## src/rtl/lpm_latch_sequencer.sv

```systemverilog
// Round-robin sequencer that shares one lpm_latch between several requesters,
// driving data/gate/aclr/aset through a setup, strobe and hold sequence.
//
// state  | meaning
// IDLE   | waiting for any req; arbitrates and captures winner's op/data
// SETUP  | one cycle with data stable and all strobes low
// STROBE | latch_gate high for lpm_gate_cycles cycles (load / reserved op)
// CTRL   | latch_aclr or latch_aset high for one cycle (clear / set op)
// HOLD   | strobes low, data stable for lpm_hold_cycles cycles
// DONE   | ack pulse to the winner; pointer moves to the winner
module lpm_latch_sequencer #(
    parameter int lpm_width       = 8,
    parameter int lpm_requesters  = 2,
    parameter int lpm_gate_cycles = 1,
    parameter int lpm_hold_cycles = 1
) (
    input  logic                                 clock,
    input  logic                                 sclr,
    input  logic [lpm_requesters-1:0]            req,
    input  logic [2*lpm_requesters-1:0]          req_op,
    input  logic [lpm_requesters*lpm_width-1:0]  req_data,
    output logic [lpm_requesters-1:0]            gnt,
    output logic [lpm_requesters-1:0]            ack,
    output logic [lpm_width-1:0]                 latch_data,
    output logic                                 latch_gate,
    output logic                                 latch_aclr,
    output logic                                 latch_aset,
    output logic                                 busy
);

    localparam int N  = lpm_requesters;
    localparam int W  = lpm_width;
    localparam int PW = (N > 1) ? $clog2(N) : 1;
    localparam logic [3:0] GATE_LOAD = 4'(lpm_gate_cycles - 1);
    localparam logic [3:0] HOLD_LOAD = 4'(lpm_hold_cycles - 1);
    localparam bit         HAS_HOLD  = (lpm_hold_cycles != 0);

    typedef enum logic [2:0] {
        S_IDLE, S_SETUP, S_STROBE, S_CTRL, S_HOLD, S_DONE
    } state_t;

    state_t         state_q, state_d;
    logic [3:0]     cnt_q, cnt_d;
    logic [1:0]     op_q, op_d;
    logic [PW-1:0]  ptr_q, ptr_d;
    logic [PW-1:0]  win_q, win_d;
    logic [N-1:0]   gnt_q, gnt_d;
    logic [N-1:0]   ack_q, ack_d;
    logic [W-1:0]   data_q, data_d;
    logic           gate_q, gate_d;
    logic           aclr_q, aclr_d;
    logic           aset_q, aset_d;
    logic           busy_q, busy_d;

    logic [PW-1:0]  scan_idx;
    logic [PW-1:0]  pick_idx;
    logic           pick_valid;
    logic [1:0]     pick_op;
    logic           op_is_ctrl;

    // First requesting index scanning upward from the slot after the last winner.
    always_comb begin
        pick_valid = 1'b0;
        pick_idx   = '0;
        scan_idx   = '0;
        for (int i = 1; i <= N; i++) begin
            scan_idx = PW'((int'(ptr_q) + i) % N);
            if (!pick_valid && req[scan_idx]) begin
                pick_valid = 1'b1;
                pick_idx   = scan_idx;
            end
        end
    end

    assign pick_op    = req_op[2*int'(pick_idx) +: 2];
    assign op_is_ctrl = (op_q == 2'b01) || (op_q == 2'b10);

    always_ff @(posedge clock) begin
        if (sclr) begin
            state_q <= S_IDLE;
            cnt_q   <= '0;
        end else begin
            state_q <= state_d;
            cnt_q   <= cnt_d;
        end
    end

    always_comb begin
        state_d = state_q;
        cnt_d   = cnt_q;
        case (state_q)
            S_IDLE:   if (pick_valid) state_d = S_SETUP;
            S_SETUP: begin
                if (op_is_ctrl) begin
                    state_d = S_CTRL;
                end else begin
                    state_d = S_STROBE;
                    cnt_d   = GATE_LOAD;
                end
            end
            S_STROBE, S_CTRL: begin
                if (state_q == S_STROBE && cnt_q != 4'd0) begin
                    cnt_d = cnt_q - 4'd1;
                end else if (HAS_HOLD) begin
                    state_d = S_HOLD;
                    cnt_d   = HOLD_LOAD;
                end else begin
                    state_d = S_DONE;
                end
            end
            S_HOLD: begin
                if (cnt_q != 4'd0) cnt_d = cnt_q - 4'd1;
                else               state_d = S_DONE;
            end
            S_DONE:   state_d = S_IDLE;
            default:  state_d = S_IDLE;
        endcase
    end

    // Outputs are computed from the upcoming state so every pin comes from a flop.
    always_comb begin
        gnt_d  = gnt_q;
        data_d = data_q;
        op_d   = op_q;
        win_d  = win_q;
        ptr_d  = ptr_q;
        ack_d  = '0;
        gate_d = (state_d == S_STROBE);
        aclr_d = (state_d == S_CTRL) && (op_q == 2'b01);
        aset_d = (state_d == S_CTRL) && (op_q == 2'b10);
        busy_d = (state_d != S_IDLE);
        if (state_q == S_IDLE && pick_valid) begin
            gnt_d           = '0;
            gnt_d[pick_idx] = 1'b1;
            win_d           = pick_idx;
            op_d            = pick_op;
            if (pick_op != 2'b01 && pick_op != 2'b10) begin
                data_d = req_data[int'(pick_idx)*W +: W];
            end
        end
        if (state_q == S_DONE) begin
            gnt_d = '0;
            ptr_d = win_q;
        end
        if (state_d == S_DONE) ack_d[win_q] = 1'b1;
    end

    always_ff @(posedge clock) begin
        if (sclr) begin
            gnt_q  <= '0;
            ack_q  <= '0;
            data_q <= '0;
            op_q   <= '0;
            win_q  <= '0;
            ptr_q  <= PW'(N - 1);
            gate_q <= 1'b0;
            aclr_q <= 1'b0;
            aset_q <= 1'b0;
            busy_q <= 1'b0;
        end else begin
            gnt_q  <= gnt_d;
            ack_q  <= ack_d;
            data_q <= data_d;
            op_q   <= op_d;
            win_q  <= win_d;
            ptr_q  <= ptr_d;
            gate_q <= gate_d;
            aclr_q <= aclr_d;
            aset_q <= aset_d;
            busy_q <= busy_d;
        end
    end

    assign gnt        = gnt_q;
    assign ack        = ack_q;
    assign latch_data = data_q;
    assign latch_gate = gate_q;
    assign latch_aclr = aclr_q;
    assign latch_aset = aset_q;
    assign busy       = busy_q;

endmodule

```

## config.mk

```make
export PLATFORM = sky130hd
export DESIGN_NAME = lpm_latch_sequencer
export DESIGN_NICKNAME = d
export VERILOG_FILES = /design/src/rtl/lpm_latch_sequencer.sv
export SDC_FILE = /design/constraint.sdc
export NUM_CORES = 1
export LEC_CHECK = 0
export BUFFER_PORTS_ARGS = -buffer_cell sky130_fd_sc_hd__buf_2
export CAP_MARGIN = 20
export CORE_ASPECT_RATIO = 0.6
export CORE_MARGIN = 8
export CORE_UTILIZATION = 55
export DETAILED_ROUTE_END_ITERATION = 7
export PLACE_DENSITY = 0.85
export SKIP_CTS_REPAIR_TIMING = 1
export SYNTH_ARGS = -nofsm -noshare
export SYNTH_HDL_FRONTEND = slang
export SYNTH_SLANG_ARGS = --single-unit
```

## constraint.sdc

```tcl
create_clock -name clock -period 4.51 [get_ports clock]
set_input_delay 0.451 -clock clock [delete_from_list [all_inputs] [get_ports clock]]
set_output_delay 0.451 -clock clock [all_outputs]
set_load 0.05 [all_outputs]
```

==> results.txt <==
The run finished with clean final reports. The die span in y came out at 55.07 µm. The remaining number of nets flagged by the antenna check after routing is 0. For this design the static power due to leakage is 0.6996 nW. Setup violations remaining at the end of the flow were counted as 0. Entering global routing, the biggest net connects 23 pins. The die width is about 81 µm. The antenna diode instance count came out at 0. The power per unit of standard cell area is approximately 410 nW/µm². TritonCTS built the clock tree. The cell count along the critical path is 4. The count of buffer and inverter cells on the critical path is 0.

Across all register-to-register paths, the minimum setup slack is 2350 ps. For this block, the via count after detailed routing is around 1.2k. The number of nets handed over by synthesis was 171. The capture point of the worst path is latch_data[4]. The core area came out at around 2500 µm². On the final layout, the worst clock skew is 1.541 ps. The total count of max-transition violations in the final report is 0. The cell area after placement is roughly 1600 µm².

The clock latency of the later-clocked register in the worst-skew pair came out at 270 ps. In the final routed layout, each cell accounts on average for 17.05 µm. Synthesis inferred 27 register bits. The number of enable-type register cells in the synthesized netlist is 0.

The total number of yosys warnings is 0. The netlist area before placement is between 1000 and 1500 µm². In this run the tool buffered the top-level ports with 39 buffer cells. The net count of the finished layout is a little over 200.

The global-route usage over all layers came out at 0.1630. Summed over all layers, the global routing overflow is 0. The initial utilization of the core area, before any placement, comes to 0.5704. The sequential element share of the synthesized area came out at 0.3864. The maximum frequency from static timing analysis came out at roughly 460 MHz. In the synthesized netlist the async set-or-reset flop fraction comes to 0.

The buffer depth of the longest clock path is 2. The length in cells of the worst reg-to-reg path is 4. The number of antenna violations at the first check in global routing was 0.

Clock tree synthesis found a total of 27 sinks. The normalized max-slew margin came out at 0.3276. The via count of the first global-routing pass was ~1.2k.

Clock-pin slew was measured on the worst setup and hold paths at 90 ps. In the layout the commonest cells are sky130_fd_sc_hd__buf_2, sky130_fd_sc_hd__dfxtp_1, sky130_fd_sc_hd__mux2i_1. Of the cells placed in the final design, the portion with a size suffix greater than 1 is 0.3011. The largest incremental delay on the critical path came out at around 900 ps. Compared with the post-synthesis result, the final layout area differs by 16.55%.

For this run, the share of the core covered by cells in the final layout is 0.6648. The floorplan row count came out at 14. The final cell area excluding filler cells came out at around 1600 µm².

In the synthesized netlist, the number of instances is 143. The worst-case IR drop observed on VDD is 235.9 µV. The post-route setup TNS came out at 0 ps. The detailed-placement wirelength estimate came out at about 2600 µm. The biggest fanout along the worst timing path is 16.

The first-pass GRT wire length came out at 5561 µm. Setup repair after global routing left no endpoint under its margin. The detailed-router iteration count before antenna repair came out at 4.

The violation count after the first detailed-route iteration came out at 94. The depth of the CTS H-tree is 1. Pin placement for this block handled 40 I/O pins.

The required time of the critical path came out at between 4000 and 5000 ps. The minimum clock period after layout is about 2200 ps. The final clock period utilization by the worst path came out at 0.4792. The signal on the critical path passes through a21boi_4 -> mux2i_2 -> o211ai_1 -> o41ai_1. The end of the worst register-to-register path is latch_data[4]. The most used flip-flop cell after synthesis is sky130_fd_sc_hd__dfxtp_1. The critical path start-end classification is reg -> reg.

The number of max-capacitance violations reported is 0. STA classifies the critical path startpoint as a flop. The count of fill cells added during filler insertion is 217. In this run the critical register-to-register path is launched from ptr_q. A synthesized cell averages ~9.8 µm². Using the TritonRoute via totals, the vias-per-cell ratio works out to 5.990. The critical path endpoint category is a flop. The overall routed net length came out at approximately 3500 µm. The library cell used most frequently in the layout, excluding fill and tap cells, is sky130_fd_sc_hd__buf_2. The critical path startpoint is ptr_q. TritonCTS created 3 clock buffers. The placer's final routability congestion estimate is around 0.87. The number of hold violations in the final report came out at 0. The kind of cell with the highest combined delay along the critical path is multiplexers. The tree is rooted in a sky130_fd_sc_hd__clkbuf_8. The min-delay analysis places its worst path in the category in -> reg. The measured slew at the worst slew-check pin is roughly 990 ps. Final hold analysis gives a worst-case slack of about 500 ps. The post-synthesis cell type count came out at 47. The remaining design rule violation count is 0. The die covers between 4000 and 5000 µm². The largest individual stage delay along the critical path comes from the cell sky130_fd_sc_hd__mux2i_2.

The data arrival time of the critical path came out at 2310 ps.
tightest hold or removal path, cell delays in order:
cell and delay (ps):
sky130_fd_sc_hd__buf_2 90, sky130_fd_sc_hd__mux2i_1 120, sky130_fd_sc_hd__o41ai_1 70
synth_stat cells, types with 3 or more instances:
cell / number / area share
sky130_fd_sc_hd__dfxtp_1: 27 / 0.39
sky130_fd_sc_hd__o41ai_1: 6 / 0.038
sky130_fd_sc_hd__nor2_1: 7 / 0.019
sky130_fd_sc_hd__xnor2_1: 3 / 0.019
sky130_fd_sc_hd__clkbuf_1: 3 / 0.0080
sky130_fd_sc_hd__o211ai_1: 9 / 0.048
sky130_fd_sc_hd__buf_2: 4 / 0.014
sky130_fd_sc_hd__a21oi_1: 6 / 0.021
sky130_fd_sc_hd__a211oi_1: 3 / 0.016
sky130_fd_sc_hd__nor3_1: 5 / 0.018
sky130_fd_sc_hd__inv_1: 7 / 0.019
sky130_fd_sc_hd__and2_1: 3 / 0.013
sky130_fd_sc_hd__nand2_1: 3 / 0.0080
sky130_fd_sc_hd__ha_1: 4 / 0.036
sky130_fd_sc_hd__a32oi_1: 3 / 0.019
sky130_fd_sc_hd__mux2i_1: 11 / 0.079
sequential cells by signal, indices dropped and copies added (netlist names):
signal      count
latch_data      8
cnt_q           4
state_q         3
ack             2
gnt             2
op_q            2
busy            1
latch_aclr      1
latch_aset      1
latch_gate      1
ptr_q           1
win_q           1
how the worst min path moves through the flow:
stage	start	cells after the start	endpoint
after floorplan	win_q	2	ptr_q
after global placement	latch_data[1]	2	latch_data[1]
after detailed placement	latch_data[5]	2	latch_data[5]
after CTS	req_data[3]	3	latch_data[3]
after global routing	req_data[7]	3	latch_data[7]
final	req_data[3]	3	latch_data[3]
layout make-up:
class | instances | area (µm²) | share of cell area
repair buffers | 40 | 202.7 | 0.1243
clock buffers | 3 | 41.29 | 0.02533
flip-flops and latches | 27 | 540.5 | 0.3315
clock inverters | 1 | 5.005 | 0.003070
inverters | 8 | 30.03 | 0.01842
multi-input cells | 97 | 770.7 | 0.4728
well taps | 32 | 40.04 | 0.02456
power breakdown:
group / switching (mW) / internal, mW
combinational: 0.162 / 0.0726
sequential: 0.0306 / 0.266
clock: 0.0729 / 0.0619
logic make-up after synthesis:
group           Yosys count  share of synthesized area
fa+ha+maj                 4                    0.03578
compound gates           44                     0.2648
mux                      12                    0.08855
buf+inv                  19                    0.06262
xor+xnor                  4                    0.02505
flops                    27                     0.3864
simple gates             33                     0.1368
metrics by stage:
step                total power, mW  setup WS (ps)  instances
global route                 0.7024           2231        208
detailed placement           0.5337           2148        204
floorplan                    0.4763           2965        143
CTS                          0.6681           2371        208
finish                       0.6659           2349        208
global placement             0.5226           2359        204
routing by layer:
metal,part of all wire,GRT usage
met1,0.43,0.1968
met2,0.47,0.2742
met3,0.079,0.05000
met4,0.012,0.05882
met5,0,0
Note: power is estimated with default switching activity, not from simulation.
